$ cat src/rtl/peri_uart_pkg.sv
// Shared types and constants for the transmit-only peripheral-bus UART.
package peri_uart_pkg;

   typedef enum logic [1:0] {
      IDLE  = 2'd0,
      START = 2'd1,
      DATA  = 2'd2,
      STOP  = 2'd3
   } uart_state_t;

   localparam logic [1:0] REG_DATA   = 2'd0;
   localparam logic [1:0] REG_STATUS = 2'd1;
   localparam logic [1:0] REG_CTRL   = 2'd2;
   localparam logic [1:0] REG_BAUD   = 2'd3;

   localparam int unsigned ST_IRQ   = 0;
   localparam int unsigned ST_EMPTY = 1;
   localparam int unsigned ST_FULL  = 2;
   localparam int unsigned ST_BUSY  = 3;
   localparam int unsigned ST_OVF   = 4;

   localparam int unsigned CTRL_TX_EN  = 0;
   localparam int unsigned CTRL_IRQ_EN = 1;

endpackage

$ cat src/rtl/peri_uart_if.sv
// Local register port forwarded by the peripheral bus controller.
interface peri_uart_if;
   logic [1:0]  addr;
   logic        wr_en;
   logic        rd_en;
   logic [15:0] wdata;
   logic [15:0] rdata;

   modport master (output addr, output wr_en, output rd_en, output wdata, input rdata);
   modport slave  (input addr, input wr_en, input rd_en, input wdata, output rdata);
endinterface

$ cat src/rtl/peri_sync_fifo.sv
// Synchronous circular-buffer FIFO; pushes when full and pops when empty are ignored.
module peri_sync_fifo #(
   parameter int unsigned WIDTH = 8,
   parameter int unsigned DEPTH = 4
) (
   input  logic                     clk,
   input  logic                     reset_bar,
   input  logic                     push_i,
   input  logic                     pop_i,
   input  logic [WIDTH-1:0]         din_i,
   output logic [WIDTH-1:0]         dout_o,
   output logic                     full_o,
   output logic                     empty_o,
   output logic [$clog2(DEPTH):0]   count_o
);
   localparam int unsigned AW = $clog2(DEPTH);
   localparam logic [AW:0]   FULL_C = (AW+1)'(DEPTH);
   localparam logic [AW:0]   CNT_ONE = (AW+1)'(1);
   localparam logic [AW-1:0] PTR_ONE = AW'(1);

   logic [WIDTH-1:0] mem_q [DEPTH];
   logic [AW-1:0]    wr_ptr_q, rd_ptr_q;
   logic [AW:0]      count_q;
   logic             push_ok, pop_ok;

   assign full_o  = (count_q == FULL_C);
   assign empty_o = (count_q == '0);
   assign count_o = count_q;
   assign dout_o  = mem_q[rd_ptr_q];
   assign push_ok = push_i && !full_o;
   assign pop_ok  = pop_i && !empty_o;

   always_ff @(posedge clk or negedge reset_bar) begin
      if (!reset_bar) begin
         wr_ptr_q <= '0;
         rd_ptr_q <= '0;
         count_q  <= '0;
      end else begin
         if (push_ok) wr_ptr_q <= wr_ptr_q + PTR_ONE;
         if (pop_ok)  rd_ptr_q <= rd_ptr_q + PTR_ONE;
         case ({push_ok, pop_ok})
            2'b10:   count_q <= count_q + CNT_ONE;
            2'b01:   count_q <= count_q - CNT_ONE;
            default: count_q <= count_q;
         endcase
      end
   end

   // Storage needs no reset: emptying the pointers/count discards contents.
   always_ff @(posedge clk) begin
      if (push_ok) mem_q[wr_ptr_q] <= din_i;
   end
endmodule

$ cat src/rtl/peri_uart_tx.sv
// Transmit-only UART: register file, byte FIFO and 8N1 serialiser with drain interrupt.
module peri_uart_tx #(
   parameter int unsigned FIFO_DEPTH = 4,
   parameter logic [15:0] DIV_RESET  = 16'd15
) (
   input  logic       clk,
   input  logic       reset_bar,
   peri_uart_if.slave bus,
   output logic       irq_o,
   output logic       tx_o
);
   import peri_uart_pkg::*;

   localparam int unsigned CW = $clog2(FIFO_DEPTH) + 1;

   logic          fifo_push, fifo_pop, fifo_full, fifo_empty;
   logic [7:0]    fifo_dout;
   logic [CW-1:0] fifo_count_unused;

   uart_state_t   state_q, state_d;
   logic [15:0]   cnt_q, cnt_d;
   logic [2:0]    bit_q, bit_d;
   logic [7:0]    shift_q, shift_d;

   logic [1:0]    ctrl_q;
   logic [15:0]   baud_q;
   logic          ovf_q, irq_q;
   logic          start_frame, bit_done, busy, status_rd;

   assign fifo_push   = bus.wr_en && (bus.addr == REG_DATA);
   assign status_rd   = bus.rd_en && (bus.addr == REG_STATUS);
   assign busy        = (state_q != IDLE);
   assign start_frame = (state_q == IDLE) && ctrl_q[CTRL_TX_EN] && !fifo_empty;
   // >= rather than == so a mid-frame BAUD shrink ends the bit at once.
   assign bit_done    = (cnt_q >= baud_q);
   assign irq_o       = irq_q;

   peri_sync_fifo #(
      .WIDTH (8),
      .DEPTH (FIFO_DEPTH)
   ) u_fifo (
      .clk       (clk),
      .reset_bar (reset_bar),
      .push_i    (fifo_push),
      .pop_i     (fifo_pop),
      .din_i     (bus.wdata[7:0]),
      .dout_o    (fifo_dout),
      .full_o    (fifo_full),
      .empty_o   (fifo_empty),
      .count_o   (fifo_count_unused)
   );

   always_ff @(posedge clk or negedge reset_bar) begin
      if (!reset_bar) begin
         state_q <= IDLE;
         cnt_q   <= '0;
         bit_q   <= '0;
         shift_q <= '0;
      end else begin
         state_q <= state_d;
         cnt_q   <= cnt_d;
         bit_q   <= bit_d;
         shift_q <= shift_d;
      end
   end

   always_comb begin
      state_d = state_q;
      cnt_d   = cnt_q;
      bit_d   = bit_q;
      shift_d = shift_q;
      case (state_q)
         IDLE: begin
            if (start_frame) begin
               state_d = START;
               cnt_d   = '0;
               shift_d = fifo_dout;
            end
         end
         START: begin
            if (bit_done) begin
               state_d = DATA;
               cnt_d   = '0;
               bit_d   = '0;
            end else begin
               cnt_d = cnt_q + 16'd1;
            end
         end
         DATA: begin
            if (bit_done) begin
               cnt_d   = '0;
               shift_d = shift_q >> 1;
               bit_d   = bit_q + 3'd1;
               if (bit_q == 3'd7) state_d = STOP;
            end else begin
               cnt_d = cnt_q + 16'd1;
            end
         end
         STOP: begin
            if (bit_done) begin
               state_d = IDLE;
               cnt_d   = '0;
            end else begin
               cnt_d = cnt_q + 16'd1;
            end
         end
         default: state_d = IDLE;
      endcase
   end

   always_comb begin
      fifo_pop = start_frame;
      case (state_q)
         START:   tx_o = 1'b0;
         DATA:    tx_o = shift_q[0];
         default: tx_o = 1'b1;
      endcase
   end

   always_ff @(posedge clk or negedge reset_bar) begin
      if (!reset_bar) begin
         ctrl_q <= '0;
         baud_q <= DIV_RESET;
         ovf_q  <= 1'b0;
         irq_q  <= 1'b0;
      end else begin
         if (bus.wr_en && (bus.addr == REG_CTRL)) ctrl_q <= bus.wdata[1:0];
         if (bus.wr_en && (bus.addr == REG_BAUD)) baud_q <= bus.wdata;
         // An overflowing write beats a simultaneous STATUS read-clear.
         if (fifo_push && fifo_full) ovf_q <= 1'b1;
         else if (status_rd)         ovf_q <= 1'b0;
         irq_q <= ctrl_q[CTRL_IRQ_EN] && fifo_empty && !busy;
      end
   end

   always_comb begin
      bus.rdata = '0;
      case (bus.addr)
         REG_STATUS: begin
            bus.rdata[ST_IRQ]   = irq_q;
            bus.rdata[ST_EMPTY] = fifo_empty;
            bus.rdata[ST_FULL]  = fifo_full;
            bus.rdata[ST_BUSY]  = busy;
            bus.rdata[ST_OVF]   = ovf_q;
         end
         REG_CTRL: bus.rdata[1:0] = ctrl_q;
         REG_BAUD: bus.rdata      = baud_q;
         default:  bus.rdata      = '0;
      endcase
   end
endmodule

$ cat src/flat_wrapper.sv
// flat-port wrapper written by rule: the top's interface ports become plain ports
module peri_uart_tx_flat import peri_uart_pkg::*;
#(
   parameter int unsigned FIFO_DEPTH = 4,
   parameter logic [15:0] DIV_RESET  = 16'd15
)
  (clk, reset_bar, irq_o, tx_o, bus_addr, bus_wr_en, bus_rd_en, bus_wdata, bus_rdata);
  peri_uart_if bus_i ();
  input  logic clk;
  input  logic reset_bar;
  output logic irq_o;
  output logic tx_o;
  input wire logic [$bits(bus_i.addr)-1:0] bus_addr;
  input wire logic [$bits(bus_i.wr_en)-1:0] bus_wr_en;
  input wire logic [$bits(bus_i.rd_en)-1:0] bus_rd_en;
  input wire logic [$bits(bus_i.wdata)-1:0] bus_wdata;
  output wire logic [$bits(bus_i.rdata)-1:0] bus_rdata;
  assign bus_i.addr = bus_addr;
  assign bus_i.wr_en = bus_wr_en;
  assign bus_i.rd_en = bus_rd_en;
  assign bus_i.wdata = bus_wdata;
  assign bus_rdata = bus_i.rdata;
  peri_uart_tx #(.FIFO_DEPTH(FIFO_DEPTH), .DIV_RESET(DIV_RESET)) u_core (.clk(clk), .reset_bar(reset_bar), .bus(bus_i), .irq_o(irq_o), .tx_o(tx_o));
endmodule
$ cat config.mk
export PLATFORM = sky130hd
export DESIGN_NAME = peri_uart_tx_flat
export DESIGN_NICKNAME = d
export VERILOG_FILES = /design/src/rtl/peri_uart_pkg.sv /design/src/rtl/peri_uart_if.sv /design/src/rtl/peri_sync_fifo.sv /design/src/rtl/peri_uart_tx.sv /design/src/flat_wrapper.sv
export SDC_FILE = /design/constraint.sdc
export NUM_CORES = 1
export LEC_CHECK = 0
export CAP_MARGIN = 20
export CORE_MARGIN = 2
export CORE_UTILIZATION = 35
export CTS_BUF_LIST = sky130_fd_sc_hd__clkbuf_4
export CTS_CLUSTER_DIAMETER = 150
export DETAILED_ROUTE_END_ITERATION = 8
export PLACE_DENSITY_LB_ADDON = 0.25
export SYNTH_ARGS = -nofsm -noshare
export SYNTH_HDL_FRONTEND = slang
export SYNTH_SLANG_ARGS = --single-unit
$ cat constraint.sdc
create_clock -name clk -period 2.65 [get_ports clk]
set_input_delay 0.53 -clock clk [delete_from_list [all_inputs] [get_ports clk]]
set_output_delay 0.53 -clock clk [all_outputs]
set_load 0.01 [all_outputs]
==> results.py <==
metrics = {
    "clock_network": {
        "htreeDepth": 3,
        "clock-sinks": 88,
        "numCtsBuffers": 9,
        "insertion_delay_ps": 430,
        "cts_buffer_depth": 2,
        "cts_tree": "yes",
        "cts_root_buffer": "clkbuf_4",
        "clkTransAtPathRegs_ps": 140,
        "hold_buffers": 0,
    },
    "drt": {
        "finalWirelength_um": 8830,
        "drt-initial-drc-count": 115,
        "vias": 2907,
        "drc": 0,
        "drtPass1Iterations": 4,
        "postRouteAntennaNets": 0,
        "wl_per_cell_um": 14.6,
        "post_drt_via_cell_ratio": 4.82,
    },
    "synth": {
        "syn_area_mm2": 0.00448,
        "synth_edf_count": 32,
        "ys_types": 49,
        "synth_flop_cell": "dfrtp_1",
        "yosysTopAreaCell": "dfrtp_1",
        "ys_ff_latch": 88,
        "yosysTopAreaCellShare": 0.290,
        "syn_nets": 424,
        "seq_area_frac_synth": 0.528,
        "ys_async_sr_fraction": 0.636,
        "syn-mean-instance-area_um2": 12.0,
        "post-synth-top-count-cell": "dfrtp_1",
        "syn_inst": 372,
        "synth_warnings": 0,
        "synth_common_cells": "dfrtp_1 (52), edfxtp_1 (32), inv_1 (30)",
        "yosys-top-cells-area": "dfrtp_1 (29%), edfxtp_1 (21%), ha_1 (8.1%)",
    },
    "job": {
        "cap_violations": 0,
    },
    "pwr": {
        "seqPwrFrac": 0.464,
        "p_sw_frac": 0.345,
        "p_leak_nw": 2.27,
        "pwr_density_cell_mw_per_mm2": 787,
        "clkPwrFrac": 0.179,
        "combPwrFrac": 0.358,
        "vdd_ir_drop_max_mv": 0.381,
        "intPower_mw": 2.73,
        "p_sw_mw": 1.44,
        "totalPowerFinal_mw": 4.17,
    },
    "status": {
        "status": "finished clean",
    },
    "hold_path": {
        "hp-class": "in2async",
    },
    "setup_path": {
        "crit_chain": "inv_1 -> and3_2 -> mux2i_1 -> nor2b_1 -> clkdlybuf4s50_1",
        "cp_max_fo": 4,
        "max_stage_delay_ps": 540,
        "slowest_stage": "clkdlybuf4s50_1",
        "cp.arrival_ps": 1920,
        "cp-start-kind": "flip-flop",
        "required_ps": 2120,
        "criticalPathCategory": "reg2out",
        "cp-end-kind": "output port",
    },
    "timing": {
        "finalMaxSlewViolations": 0,
        "finalSetupViolCount": 0,
        "clock_skew_ps": 20.0,
        "relSlewSlack": 0.543,
        "hold_viol_final": 0,
        "timing.fmax_mhz": 409,
        "worst_slew_pin_slew_ps": 685,
        "post-route-period-util": 0.923,
        "fin_crit_ps": 2450,
        "rsz0062_at_grt": "false",
    },
    "place": {
        "port-buffer-count": 39,
        "place_inst": 585,
        "gp_congestion": 0.806,
        "hpwlAfterDp_um": 6570,
    },
    "final_layout": {
        "multi_input_area_mm2": 0.00191,
        "seq_area_mm2": 0.00237,
        "area_growth_pct": 18.3,
        "final_layout_size_suffix_gt1_frac": 0.186,
        "stdcell_count": 603,
        "nNetsFinal": 477,
        "fillers": 1188,
    },
    "floorplan": {
        "num_rows": 41,
        "die_y_um": 117,
        "core_mm2": 0.0126,
        "io_pins": 40,
        "start_util": 0.356,
        "dieArea_mm2": 0.0137,
        "die_w_um": 117,
    },
    "global_route": {
        "grt_pass1_wl_um": 14900,
        "first_global_vias": 2933,
        "grt_usage": 0.142,
        "antenna_found_initial": 1,
        "grt_max_degree": 30,
        "grt-ovfl-total": 0,
    },
}
==> area by class of cell <==
cell class,count,area share
Antenna cell,1,0.000472
Timing Repair Buffer,58,0.105
Multi-Input combinational cell,238,0.360
Tap cell,172,0.0406
Clock buffer,11,0.0156
Clock inverter,5,0.0106
Inverter,30,0.0213
Sequential cell,88,0.447
==> per-layer routing <==
metal | wire length (µm) | vias to the layer above | share of wire | global-route usage
met5 | 0 | - | 0 | 0
li1 | - | 1432 | - | -
met3 | 217 | 10 | 0.025 | 0.0283
met4 | 114 | 0 | 0.013 | 0.0533
met2 | 4170 | 31 | 0.47 | 0.222
met1 | 4320 | 1434 | 0.49 | 0.196
==> kinds of logic (layout without fill, tap and decap cells) <==
logic type,count (synthesis),in the layout,synth area share
and+or+nand+nor,107,107,0.128
AOI/OAI and AO/OA,50,50,0.0748
muxes,31,31,0.0975
xor gates and xnor gates,20,20,0.0391
other,0,1,0
adders and majority gates,30,30,0.0855
buffers and inverters,46,104,0.0469
DFF,88,88,0.528
==> sequential cells by signal, summed over array words and instances (netlist names) <==
register,count
u_core.baud_q,16
u_core.bit_q,3
u_core.cnt_q,16
u_core.ctrl_q,2
u_core.irq_o,1
u_core.ovf_q,1
u_core.shift_q,8
u_core.state_q,2
u_core.u_fifo.count_o,3
u_core.u_fifo.mem_q,32
u_core.u_fifo.rd_ptr_q,2
u_core.u_fifo.wr_ptr_q,2
==> repair_timing <==
| item | 4_1_cts | 5_1_grt |
|---|---|---|
| buffers inserted | 0 | 1 |
| resized for setup | 3 | 3 |
| endpoints found under the setup margin | 4 | 3 |
==> cell usage in the layout, fill, tap and decap left out, types with 13 or more instances in the layout <==
| cell type | netlist | routed |
|---|---|---|
| nor2_1 | 23 | 23 |
| mux2_2 | 21 | 21 |
| dfrtp_1 | 52 | 52 |
| clkdlybuf4s50_1 | 0 | 34 |
| buf_4 | 0 | 17 |
| inv_1 | 30 | 30 |
| ha_1 | 29 | 28 |
| nand2_1 | 23 | 23 |
| and3_1 | 17 | 16 |
| edfxtp_1 | 32 | 32 |
| o21ai_0 | 13 | 13 |
==> critical path, delay by kind of cell, from the launching register on <==
kind	cells	cell delay, ps
and+or+nand+nor	2	330
muxes	1	80
buffers and inverters	2	640
DFF	1	440
==> power groups by stage <==
| stage | combinational, mW | clock, mW | sequential [mW] |
|---|---|---|---|
| after global routing | 1.70 | 0.839 | 1.98 |
| after floorplan | 1.18 | 0 | 1.83 |
| final | 1.49 | 0.745 | 1.93 |
| after detailed placement | 1.50 | 0 | 1.97 |
| after CTS | 1.50 | 0.785 | 1.94 |
| after global placement | 1.46 | 0 | 1.96 |
==> final timing paths <==
kind	start	depth (start not counted)	slack, ps	end
setup reg to reg	u_core.baud_q[0]	7	260	u_core.state_q[1]
hold reg to reg	u_core.bit_q[2]	1	520	u_core.bit_q[2]
max in group asynchronous	reset_bar	2	1860	u_core.baud_q[2]
min in group clk	u_core.bit_q[2]	1	520	u_core.bit_q[2]
hold / removal	reset_bar	1	130	u_core.state_q[1]
setup / recovery	u_core.u_fifo.count_o[0]	5	200	bus_rdata[2]
==> stage by stage <==
step / area, µm² / hold slack [ps] / setup WS, ps / util / TNS, ps
2_1_floorplan: 4480 / 234 / 477 / - / 0
3_3_place_gp: 5140 / 485 / -19.8 / 0.409 / -27.1
3_5_place_dp: 5140 / 492 / -15.6 / 0.409 / -25.8
4_1_cts: 5280 / 110 / 28.2 / 0.420 / 0
5_1_grt: 5300 / 131 / 41.0 / 0.422 / 0
6_report: 5300 / 126 / 204 / 0.422 / 0
No activity file was read; power rests on OpenSTA's default activity.
